--- config.mk ---
export PLATFORM = sky130hd
export DESIGN_NAME = target_round_ctrl
export DESIGN_NICKNAME = d
export VERILOG_FILES = /design/src/rtl/target_round_ctrl.sv
export SDC_FILE = /design/constraint.sdc
export NUM_CORES = 1
export LEC_CHECK = 0
export ABC_AREA = 1
export CAP_MARGIN = 25
export CORE_ASPECT_RATIO = 0.6
export CORE_UTILIZATION = 39
export CTS_CLUSTER_DIAMETER = 40
export DETAILED_ROUTE_END_ITERATION = 6
export GPL_TIMING_DRIVEN = 0
export PLACE_DENSITY = 0.57
export RECOVER_POWER = 100
export SYNTH_ARGS = -nofsm -noshare
export SYNTH_HDL_FRONTEND = slang
export SYNTH_SLANG_ARGS = --single-unit
export TNS_END_PERCENT = 100
--- constraint.sdc ---
create_clock -name clk -period 1.6 [get_ports clk]
set_input_delay 0.48 -clock clk [delete_from_list [all_inputs] [get_ports clk]]
set_output_delay 0.48 -clock clk [all_outputs]
set_load 0.02 [all_outputs]
--- src/rtl/target_round_ctrl.sv ---
// Game-round sequencer: spawns LFSR-placed targets, qualifies the detector's hit level,
// and keeps score, miss and round counts with a shrinking target size.
module target_round_ctrl #(
  parameter int unsigned TIMEOUT   = 100_000_000,
  parameter int unsigned HIT_HOLD  = 4,
  parameter int unsigned COOLDOWN  = 50_000_000,
  parameter int unsigned ROUNDS    = 10,
  parameter int unsigned X_BASE    = 64,
  parameter int unsigned Y_BASE    = 64,
  parameter int unsigned SIZE_INIT = 50,
  parameter int unsigned SIZE_STEP = 5,
  parameter int unsigned SIZE_MIN  = 20,
  parameter logic [15:0] LFSR_SEED = 16'hACE1
) (
  input  logic        clk,
  input  logic        resetn,
  input  logic        start,
  input  logic        hit,
  output logic [11:0] targetCoord_X,
  output logic [11:0] targetCoord_Y,
  output logic [7:0]  targetSize,
  output logic        target_visible,
  output logic        hitAck,
  output logic [7:0]  score,
  output logic [7:0]  miss_count,
  output logic [7:0]  round,
  output logic        busy,
  output logic        done
);

  localparam logic [2:0] StIdle   = 3'd0;
  localparam logic [2:0] StSpawn  = 3'd1;
  localparam logic [2:0] StActive = 3'd2;
  localparam logic [2:0] StHit    = 3'd3;
  localparam logic [2:0] StMiss   = 3'd4;
  localparam logic [2:0] StCool   = 3'd5;
  localparam logic [2:0] StDone   = 3'd6;

  localparam logic [31:0] TimeoutLast = 32'(TIMEOUT - 1);
  localparam logic [31:0] HoldLast    = 32'(HIT_HOLD - 1);
  localparam logic [31:0] CoolLast    = 32'(COOLDOWN - 1);
  localparam logic [7:0]  RoundsLast  = 8'(ROUNDS);
  localparam logic [11:0] XBase       = 12'(X_BASE);
  localparam logic [11:0] YBase       = 12'(Y_BASE);
  localparam logic [7:0]  SizeInit    = 8'(SIZE_INIT);
  localparam logic [7:0]  SizeStep    = 8'(SIZE_STEP);
  localparam logic [7:0]  SizeMin     = 8'(SIZE_MIN);
  localparam logic [8:0]  SizeThresh  = 9'(SIZE_MIN + SIZE_STEP);

  logic [2:0]  state_q, state_d;
  logic [15:0] lfsr_q, lfsr_d;
  logic [11:0] x_q, x_d, y_q, y_d;
  logic [7:0]  size_q, size_d;
  logic [7:0]  score_q, score_d;
  logic [7:0]  miss_q, miss_d;
  logic [7:0]  round_q, round_d;
  logic [31:0] timer_q, timer_d;
  logic [31:0] hold_q, hold_d;

  always_comb begin
    state_d = state_q;
    lfsr_d  = {lfsr_q[14:0], lfsr_q[15] ^ lfsr_q[13] ^ lfsr_q[12] ^ lfsr_q[10]};
    x_d     = x_q;
    y_d     = y_q;
    size_d  = size_q;
    score_d = score_q;
    miss_d  = miss_q;
    round_d = round_q;
    timer_d = timer_q;
    hold_d  = hold_q;
    case (state_q)
      StIdle, StDone: begin
        if (start) begin
          score_d = '0;
          miss_d  = '0;
          round_d = '0;
          size_d  = SizeInit;
          state_d = StSpawn;
        end
      end
      StSpawn: begin
        x_d     = XBase + {3'b000, lfsr_q[8:0]};
        y_d     = YBase + {4'b0000, lfsr_q[15:8]};
        round_d = round_q + 8'd1;
        timer_d = '0;
        hold_d  = '0;
        state_d = StActive;
      end
      StActive: begin
        timer_d = timer_q + 32'd1;
        hold_d  = hit ? hold_q + 32'd1 : 32'd0;
        // A qualifying hit on the final timeout cycle takes priority over the miss.
        if (hit && (hold_q == HoldLast)) begin
          state_d = StHit;
        end else if (timer_q == TimeoutLast) begin
          state_d = StMiss;
        end
      end
      StHit: begin
        if (score_q != 8'hFF) score_d = score_q + 8'd1;
        // Compare before subtracting so the size never wraps below the floor.
        if ({1'b0, size_q} < SizeThresh) size_d = SizeMin;
        else                             size_d = size_q - SizeStep;
        timer_d = '0;
        state_d = StCool;
      end
      StMiss: begin
        if (miss_q != 8'hFF) miss_d = miss_q + 8'd1;
        timer_d = '0;
        state_d = StCool;
      end
      StCool: begin
        timer_d = timer_q + 32'd1;
        if (timer_q == CoolLast) state_d = (round_q == RoundsLast) ? StDone : StSpawn;
      end
      default: state_d = StIdle;
    endcase
  end

  always_ff @(posedge clk) begin
    if (!resetn) begin
      state_q <= StIdle;
      lfsr_q  <= LFSR_SEED;
      x_q     <= '0;
      y_q     <= '0;
      size_q  <= SizeInit;
      score_q <= '0;
      miss_q  <= '0;
      round_q <= '0;
      timer_q <= '0;
      hold_q  <= '0;
    end else begin
      state_q <= state_d;
      lfsr_q  <= lfsr_d;
      x_q     <= x_d;
      y_q     <= y_d;
      size_q  <= size_d;
      score_q <= score_d;
      miss_q  <= miss_d;
      round_q <= round_d;
      timer_q <= timer_d;
      hold_q  <= hold_d;
    end
  end

  assign targetCoord_X  = x_q;
  assign targetCoord_Y  = y_q;
  assign targetSize     = size_q;
  assign score          = score_q;
  assign miss_count     = miss_q;
  assign round          = round_q;
  assign target_visible = (state_q == StActive);
  assign hitAck         = (state_q == StHit);
  assign done           = (state_q == StDone);
  assign busy           = (state_q != StIdle) && (state_q != StDone);

endmodule

Yosys cells after proc, flatten, opt, wreduce, memory -nomap -nowiden

Index checks and enable logic that the tools add are counted.

Flip-flop bits (word level): 139
Bits in latches: 0
Memory bits (writable): 0
Memory bits (read-only): 0
Bits of input ports: 4
Output and inout bits: 60
Logic and storage cells: 76
Memories kept: 0

Add/sub/neg operators: 8
$mul: 0
Div/mod/pow operators: 0
Magnitude comparators: 1
Eq/ne operators: 18
Shift-type cells: 0
Mux-type cells: 18
Bitwise logic cells: 3
Reduce and logical (&&, ||, !) cells: 18

Operators by type and width:

| kind                                                                 | count |
|---|---|
| 32-bit one-hot mux with 2 select lines                               | 2 |
| 32-bit by 1-bit adder with 32-bit output, second input constant      | 2 |
| 8-bit one-hot mux with 2 select lines                                | 4 |
| 8-bit two-way mux                                                    | 5 |
| 32-bit by 2-bit == test with 1-bit output, second input constant     | 1 |
| 32-bit by 26-bit == test with 1-bit output, second input constant    | 1 |
| 32-bit by 27-bit == test with 1-bit output, second input constant    | 1 |
| 32-bit two-way mux                                                   | 1 |
| 8-bit by 1-bit adder with 8-bit output, second input constant        | 3 |
| 8-bit != test, second input constant                                 | 2 |
| 3-bit two-way mux                                                    | 5 |
| 3-bit one-hot mux with 5 select lines                                | 1 |
| 7-bit by 9-bit adder with 10-bit output, first input constant        | 1 |
| 2-bit nonzero test                                                   | 5 |
| 7-bit by 8-bit adder with 9-bit output, first input constant         | 1 |
| 3-bit == test, second input constant                                 | 3 |
| 3-bit AND reduction                                                  | 3 |
| 8-bit by 4-bit == test with 1-bit output, second input constant      | 1 |
| 8-bit by 5-bit < comparator with 1-bit output, second input constant | 1 |
| 8-bit by 3-bit subtractor with 8-bit output, second input constant   | 1 |
| 3-bit by 2-bit == test with 1-bit output, second input constant      | 2 |
| 2-bit != test, second input constant                                 | 3 |
| 2-bit OR reduction                                                   | 3 |
| 2-bit AND reduction                                                  | 2 |
| 9 further kinds                                                      | 12 |

Logic depth before layout (Yosys ltp)

Gate-level depths: netlist (run 1).

Depth in word-level cells: 4
Mapped depth: 11
Gate-level depth less buffers: 11

Worst setup path after synthesis (run 1)

OpenSTA, ideal clock, no wires.

Path type: register -> register
Start point: register miss_q[0], in the netlist miss_count[0]
End point: register miss_q[2], in the netlist miss_count[2]
Library setup time: 117 ps
Arrival: 1521 ps
Data required time: 1483 ps
Setup slack: -38 ps
Stages on the path, launching flop included: 11
Path buffers: 0
Clock period less this slack: 1638 ps
Cells stage by stage: dfxtp_1 > ha_1 > nand2_1 > inv_1 > nand3_1 > nor2_1 > nand3_1 > nand3_2 > inv_1 > a21oi_1 > nor2_1

Cells in the longest elaborated chain, start to end: 3
Elaborated cells on any way between the ends: 6
Classes of those cells: add/sub: 1; eq/ne: 2; mux: 2; reduce/logical: 1

RTL lines:

| item                                                                                | RTL line | text |
|---|---|---|
| from (decl)                                                                         | 55       | `logic [7:0] miss_q, miss_d;` |
| from (signal assigned)                                                              | 139      | `miss_q <= miss_d;` |
| 8-bit by 1-bit adder with 8-bit output / 8-bit != test (equally long branches)      | 108      | `if (miss_q != 8'hFF) miss_d = miss_q + 8'd1;` |
| 8-bit two-way mux / 2-bit != test (equally long branches)                           | n/a      |  |
| 8-bit one-hot mux with 2 select lines / 3-bit AND reduction (equally long branches) | n/a      |  |

Parallel ways exist; a longest one is shown, timed or not. The select of a mux whose other input is x is not followed.
A chain may end at the register's enable or synchronous reset.

Worst setup path in the final report (run 1)

Start point: register state_q[0]
End point: output port busy

Cells in the longest elaborated chain, start to end: 2
Elaborated cells on any way between the ends: 3
Classes of those cells: eq/ne: 1; reduce/logical: 2

RTL lines:

| item                                                       | RTL line | text |
|---|---|---|
| from (decl)                                                | 50       | `logic [2:0] state_q, state_d;` |
| from (signal assigned)                                     | 122      | `state_q <= StIdle;` |
| from (signal assigned)                                     | 133      | `state_q <= state_d;` |
| 3-bit != test / 3-bit nonzero test (equally long branches) | 155      | `assign busy = (state_q != StIdle) && (state_q != StDone);` |
| 1-bit logical AND *                                        | 155      |  |
| to (decl)                                                  | 27       | `output logic busy,` |

Mark *: on every way between the ends. The rest lies on a longest branch, timed or not.

==> qor_table.md, run 1 <==
| Item | Reported |
|:---|:---|
| Status | complete, but fails checks |
| Failing checks | negative setup slack |
| Placed Cells | 1354 |
| Yosys reg bits | 134 |
| Area after detailed placement | 0.00781 sq mm |
| Count of placed standard cells in the final layout, fillers left out | 1443 |
| Global-route total usage across every layer | 23.2% |
| Cell area after layout | 0.00957 sq mm |
| Antenna fix cells | 0 |
| Wire length of the first global-routing pass | 33.1 mm |
| Total DRC errors in the routed layout | 0 |
| Post-DR wirelength/cell | 14.8 um |
| Width of the chip | 174 um |
| Number of library cell types mapped by synthesis | 43 |
| Clock root cell | sky130_fd_sc_hd__clkbuf_16 |
| Pin slew with the least headroom to its limit | 0.712 ns |
| Area share of the largest cell type after synthesis | 38.7% |
| Fraction of the yosys area taken by sequential cells | 38.7% |
| Number of buffers on the longest clock path | 2 |
| Signal arrival time at the worst endpoint | 1.32 ns |
| Number of buffers inserted during clock tree synthesis | 17 |
| Most frequent standard cell in the layout excluding fill and tap cells | sky130_fd_sc_hd__nand2_1 |
| Number of hold violations in the final report | 0 |
| Count of clock tree sinks | 134 |
| Critical-path cell list | inv_4 -> nand2_4 -> o21ai_4 -> inv_2 -> buf_6 |
| Startpoint class of the critical path | register |
| Max stage delay on crit path | 0.38 ns |
| Post-route total power | 13000 uW |
| Final wirelength | 21.4 mm |
| Max-slew headroom at the worst pin | 52.5% |
| Number of filler cells placed in the layout | 1665 |
| Unrepaired setup endpoints after global routing | true |
| Worst-path maximum fanout | 5 |
| Synth Area per Inst | 6.54 sq um |
| Area added between synthesis and finish | 38.2% |
| Critical path capture point type | output pin |
| Max-cap check violation count | 0 |
| Initial core utilization | 40.1% |
| Synth area leader | sky130_fd_sc_hd__dfxtp_1 |
| Final count of pins violating max slew | 0 |
| Worst reg-to-reg setup slack | -0.09 ns |
| Master of the slowest instance on the critical path | sky130_fd_sc_hd__dfxtp_4 |
| Critical path start-end classification | reg2out |
| Most frequent cells in the layout | sky130_fd_sc_hd__nand2_1 (257), sky130_fd_sc_hd__nor2_1 (118), sky130_fd_sc_hd__inv_1 (102), sky130_fd_sc_hd__a21oi_1 (84), sky130_fd_sc_hd__dfxtp_1 (79) |
| Via count of the first global-routing pass | 6330 |
| Number of buffer cells added on primary ports | 57 |
| Number of synthesized flops with an enable pin | 0 |
| Dpl ws | -0.556 ns |
| Post-Syn Area | 0.00693 sq mm |
| Required time of the critical path | 1.12 ns |
| Floorplan die area | 0.0183 sq mm |
| Post-route worst setup slack | -0.196 ns |
| Number of setup violations in the final report | 25 |
| Final nets | 1209 |
| DRT iter0 DRCs | 546 |
| Antenna violations before repair | 0 |
| TritonCTS clock tree | done |
| Final cycle utilization of the critical path | 112% |
| Min Tclk post-route | 1.80 ns |
| I/O pins | 64 |
| Type of the tightest min-delay check | reg2reg |
| Worst IR drop on VDD | 944 uV |
| Count of warnings emitted by yosys | 0 |
| Proportion of register bits with asynchronous set or reset after synthesis | 0% |
| Largest net degree at the start of global routing | 17 |
| H-tree level count | 4 |
| Max Fclk | 557 MHz |
| Post-Route Hold Slack | 0.432 ns |
| Leakage dissipation | 0.00385 uW |
| Die Span Y | 105 um |
| Reg clk slew, reported paths | 0.07 ns |
| Latest clock arrival within the worst-skew pair | 0.43 ns |
| Overflow left after global routing | 0 |
| HPWL after detailed placement | 14.7 mm |
| Cell Pwr Density | 1360 mW/mm^2 |
| Number of nets still failing antenna checks after routing | 0 |
| Fraction of final layout cells with drive strength greater than 1 | 30.6% |
| Clock skew after layout | 0.00840 ns |
| Number of optimization iterations in the first detailed-route pass | 7 |
| Via count | 7193 |
| Floorplan row count | 37 |
| Biggest area contributors in the synthesized netlist | sky130_fd_sc_hd__dfxtp_1 (39%), sky130_fd_sc_hd__nand2_1 (16%), sky130_fd_sc_hd__nor2_1 (8.1%) |
| Routability cong. | 0.922 |
| Main flop type after synthesis | sky130_fd_sc_hd__dfxtp_1 |
| Placeable core region | 0.0173 sq mm |
| Cell count after synthesis | 1059 |
| Post-detailed-route via-to-cell ratio | 4.98 |
-- report_power, final --
| group | total [uW] | internal (uW) | leakage (uW) | switching (uW) |
|---|---|---|---|---|
| logic | 4960 | 1920 | 0.00243 | 3040 |
| clock network | 4180 | 2400 | 0.000305 | 1780 |
| registers | 3870 | 3610 | 0.00112 | 265 |
| total | 13000 | 7920 | 0.00385 | 5090 |
-- metal layers --
| metal | vias up | track usage [%] | wire [um] |
|---|---|---|---|
| met1 | 3296 | 36.8 | 11500 |
| li1 | 3690 | - | - |
| met5 | - | 0 | 0 |
| met3 | 12 | 5.77 | 1430 |
| met4 | 0 | 6.27 | 147 |
| met2 | 195 | 30.0 | 8350 |
-- per-stage QoR --
step / util, % / TNS (ns)
2_1_floorplan: - / 0
3_3_place_gp: 45.2 / -32.39
3_5_place_dp: 45.2 / -33.43
4_1_cts: 51.9 / -0.703
5_1_grt: 55.4 / -5.43
6_report: 55.4 / -1.27
-- layout make-up --
cell class              count  area, sq um  share of cell area [%]
multi-input cells         770         4210                    44.0
plain buffers              29          205                    2.14
clock inverters            15          205                    2.14
well taps                 234          293                    3.06
inverters                 130          519                    5.42
flip-flops and latches    134         2790                    29.1
repair buffers            114          923                    9.65
clock buffers              17          425                    4.44
-- worst paths after layout --
kind,from,end,depth (start not counted)
setup / recovery,state_q[0],busy,5
hold / removal,lfsr_q[11],lfsr_q[12],2
setup reg to reg,state_q[2],hold_q[14],12
hold reg to reg,lfsr_q[11],lfsr_q[12],2
-- synthesized netlist by cell type, drive strengths merged (3+ instances only) --
cell / n
nand2: 297
nor2: 159
dfxtp: 134
inv: 128
a21oi: 87
nand3: 64
o21ai: 42
nor3: 28
nand4: 20
buf: 16
clkbuf: 13
or2: 10
xor2: 10
ha: 9
a211oi: 7
a31oi: 5
nand3b: 4
and3: 3
o22ai: 3
xnor2: 3
-- sequential cells by signal, indices dropped and copies added (netlist names) --
| name | count |
|---|---|
| miss_count | 8 |
| lfsr_q | 16 |
| hold_q | 32 |
| timer_q | 32 |
| targetSize | 8 |
| score | 8 |
| targetCoord_X | 10 |
| state_q | 3 |
| targetCoord_Y | 9 |
| round | 8 |
-- repair_timing --
item                                    in CTS  in global routing
buffers inserted                            25                 31
gates resized for setup                    266                215
pin swaps                                   33                 61
endpoints found under the setup margin     131                136
hold buffers                                 0                  0
gates cloned                                 1                  0
-- logic make-up (layout without fill, tap and decap cells) --
family	Yosys count	in the layout	synth area share, %
DFF	134	134	38.7
xor gates and xnor gates	13	13	1.64
other	1	5	0.0541
buffers and inverters	159	305	9.21
adders and majority gates	9	9	1.63
AOI/OAI and AO/OA	156	156	12.4
and+or+nand+nor	587	587	36.4
-- critical path: cells and delay by family, from the launching register on --
| kind | cells | cell delay (ns) |
|---|---|---|
| compound gates | 1 | 0.16 |
| buf+inv | 3 | 0.28 |
| flops | 1 | 0.38 |
| simple gates | 1 | 0.07 |
Note: power is estimated with default switching activity, not from simulation.
==> run 2, diff against run 1 <==
--- a/config.mk
+++ b/config.mk
@@ -12,7 +12,6 @@
 export CTS_CLUSTER_DIAMETER = 40
 export DETAILED_ROUTE_END_ITERATION = 6
 export GPL_TIMING_DRIVEN = 0
-export PLACE_DENSITY = 0.57
 export RECOVER_POWER = 100
 export SYNTH_ARGS = -nofsm -noshare
 export SYNTH_HDL_FRONTEND = slang
==> qor_table.md, run 2 (same netlist as run 1, synthesis figures left out) <==
| Item | Reported | vs previous |
|:---|:---|:---|
| Worst reg-to-reg setup slack | -0.07 ns | +0.02 ns |
| Worst-path maximum fanout | 6 | +1 |
| Overflow left after global routing | 0 | unchanged |
| Number of setup violations in the final report | 15 | -40% |
| Number of buffers on the longest clock path | 2 | unchanged |
| Count of clock tree sinks | 134 | unchanged |
| Relative contribution of combinational cells to total power | 41.4% | +3.3 points |
| Signal arrival time at the worst endpoint | 1.31 ns | about the same |
| Final count of pins violating max slew | 0 | unchanged |
| Critical path capture point type | output pin |  |
| Antenna violations before repair | 0 | unchanged |
| Post-route worst setup slack | -0.191 ns | +0.00574 ns |
| Net Sw Power | 5470 uW | +7.5% |
| TritonCTS clock tree | done |  |
| Number of buffer cells added on primary ports | 57 | unchanged |
| Reg clk slew, reported paths | 0.07 ns | about the same |
| Switching share of total power | 39.8% | +0.70 points |
| Type of the tightest min-delay check | reg2reg |  |
| Clock skew after layout | 0.0150 ns | +0.00661 ns |
| Routability cong. | 0.893 | -3.2% |
| Critical path start-end classification | reg2out |  |
| Status | complete, but fails checks |  |
| Post-route total power | 13700 uW | +5.6% |
| Worst hold start | lfsr_q[3] |  |
| Latest clock arrival within the worst-skew pair | 0.43 ns | about the same |
| Most frequent cells in the layout | sky130_fd_sc_hd__nand2_1 (246), sky130_fd_sc_hd__nor2_1 (118), sky130_fd_sc_hd__inv_1 (101), sky130_fd_sc_hd__dfxtp_1 (75), sky130_fd_sc_hd__a21oi_1 (74) |  |
| Count of placed standard cells in the final layout, fillers left out | 1452 | +0.62% |
| Largest net degree at the start of global routing | 17 | unchanged |
| Wire length of the first global-routing pass | 32.6 mm | -1.4% |
| Die Span Y | 105 um | unchanged |
| Leakage dissipation | 0.00398 uW | +3.3% |
| Final cell utilization of the core | 57.6% | +2.2 points |
| Final nets | 1218 | +0.74% |
| Number of nets still failing antenna checks after routing | 0 | unchanged |
| Worst IR drop on VDD | 880 uV | -6.7% |
| Setup tns final | -1.09 ns | +0.184 ns |
| H-tree level count | 4 | unchanged |
| Placed Cells | 1354 | unchanged |
| Most frequent standard cell in the layout excluding fill and tap cells | sky130_fd_sc_hd__nand2_1 |  |
| Design internal power | 8270 uW | +4.4% |
| Worst R2R Start | state_q[2] |  |
| Number of buffers inserted during clock tree synthesis | 17 | unchanged |
| Final cycle utilization of the critical path | 112% | -0.36 points |
| Area after detailed placement | 0.00781 sq mm | unchanged |
| Number of optimization iterations in the first detailed-route pass | 6 | -1 |
| Via count | 7455 | +3.6% |
| Clock root cell | sky130_fd_sc_hd__clkbuf_16 |  |
| Hold worst-path end | lfsr_q[4] |  |
| Number of hold violations in the final report | 0 | unchanged |
| Part of the total power dissipated in the clock network | 30.6% | -1.5 points |
| Area added between synthesis and finish | 43.6% |  |
| Antenna fix cells | 0 | unchanged |
| Crit Reg-Reg Endpoint | timer_q[8] |  |
| Via count of the first global-routing pass | 6169 | -2.5% |
| Initial core utilization | 40.1% | unchanged |
| Max-cap check violation count | 0 | unchanged |
| Cell area after layout | 0.00995 sq mm | +3.9% |
| Global-route total usage across every layer | 22.4% | -0.80 points |
| Max-slew headroom at the worst pin | 51.4% | -1.1 points |
| Sequential cell fraction of total power | 28.1% | -1.6 points |
| Largest registers | hold_q (32), timer_q (32), lfsr_q (16) |  |
| Cell Pwr Density | 1380 mW/mm^2 | +1.6% |
| Final wirelength | 21.8 mm | +1.8% |
| Floorplan row count | 37 | unchanged |
| Required time of the critical path | 1.12 ns | about the same |
| Max Fclk | 558 MHz | +0.32% |
| Floorplan die area | 0.0183 sq mm | unchanged |
| Number of cells traversed by the worst register-to-register path | 11 | -1 |
| Post-DR wirelength/cell | 15.0 um | +1.2% |
| Min Tclk post-route | 1.79 ns | -0.00574 ns |
| I/O pins | 64 | unchanged |
| DRT iter0 DRCs | 591 | +8.2% |
| HPWL after detailed placement | 14.3 mm | -2.4% |
| Total DRC errors in the routed layout | 0 | unchanged |
| Worst Hold Depth | 2 | unchanged |
| Pin slew with the least headroom to its limit | 0.728 ns | +0.0166 ns |
| Unrepaired setup endpoints after global routing | true |  |
| Failing checks | negative setup slack |  |
| Number of filler cells placed in the layout | 1611 | -3.2% |
| Width of the chip | 174 um | unchanged |
| Fraction of final layout cells with drive strength greater than 1 | 33.2% | +2.6 points |
| Placeable core region | 0.0173 sq mm | unchanged |
| Post-detailed-route via-to-cell ratio | 5.13 | +3.0% |
| Startpoint class of the critical path | register |  |
## run 2: cell types whose count changed in the layout (fill, tap and decap cells not counted), moves of 7 or more
| cell | before | now |
|---|---|---|
| sky130_fd_sc_hd__buf_2 | 18 | 10 |
| sky130_fd_sc_hd__a21oi_1 | 84 | 74 |
| sky130_fd_sc_hd__dlygate4sd2_1 | 1 | 10 |
| sky130_fd_sc_hd__dfxtp_2 | 40 | 47 |
| sky130_fd_sc_hd__nand2_4 | 8 | 16 |
| sky130_fd_sc_hd__nand2_1 | 257 | 246 |
| sky130_fd_sc_hd__a21oi_2 | 3 | 12 |
## run 2: worst max-delay path, cell delays in order, from the launching register on
cell	delay, ns
sky130_fd_sc_hd__dfxtp_4	0.43
sky130_fd_sc_hd__buf_4	0.15
sky130_fd_sc_hd__nand3_4	0.10
sky130_fd_sc_hd__inv_2	0.09
sky130_fd_sc_hd__buf_4	0.14
## run 2: what timing repair did
| item | 4_1_cts | 5_1_grt |
|---|---|---|
| pin swaps | 28 | 77 |
| hold buffers | 0 | 0 |
| cloned | 1 | 1 |
| buffers inserted | 31 | 34 |
| endpoints found under the setup margin | 124 | 128 |
| hold endpoints to repair | 0 | 0 |
| resized for setup | 238 | 268 |
## run 2: through the flow
stage / setup WS (ns) / hold WS, ns
2_1_floorplan: 0.0127 / 0.407
6_report: -0.191 / 0.426
3_5_place_dp: -0.524 / 0.421
5_1_grt: -0.223 / 0.449
3_3_place_gp: -0.529 / 0.415
4_1_cts: -0.232 / 0.428
## run 2: per-layer routing
metal	share of wire, %	GRT usage, %	vias to the layer above
li1	-	-	3715
met1	51	36.1	3449
met2	40	29.5	275
met3	8.4	4.47	16
met4	0.80	5.08	0
met5	0	0	-
## run 2: power groups by stage
| stage | clock network, uW | registers, uW | logic (uW) |
|---|---|---|---|
| 3_3_place_gp | 0 | 3870 | 3520 |
| 5_1_grt | 4430 | 3890 | 6040 |
| 2_1_floorplan | 0 | 4020 | 2110 |
| 3_5_place_dp | 0 | 3860 | 3510 |
| 6_report | 4200 | 3860 | 5680 |
| 4_1_cts | 4250 | 3840 | 4300 |
## run 2: worst max-delay path by stage
stage	startpoint	depth (start not counted)	endpoint
after floorplan	timer_q[0]	10	timer_q[22]
after global placement	hit	11	state_q[2]
final	state_q[1]	4	hitAck
after global routing	state_q[1]	5	busy
after CTS	state_q[1]	5	busy
after detailed placement	hit	11	state_q[2]
## run 2: area by class of cell
type	instances	area [sq um]	area share, %
Multi-Input combinational cell	770	4420	44.5
Sequential cell	134	2790	28.0
Timing Repair Buffer	124	1100	11.1
Inverter	130	528	5.31
Clock buffer	17	425	4.28
Tap cell	234	293	2.94
Clock inverter	15	210	2.11
Buffer	28	179	1.80
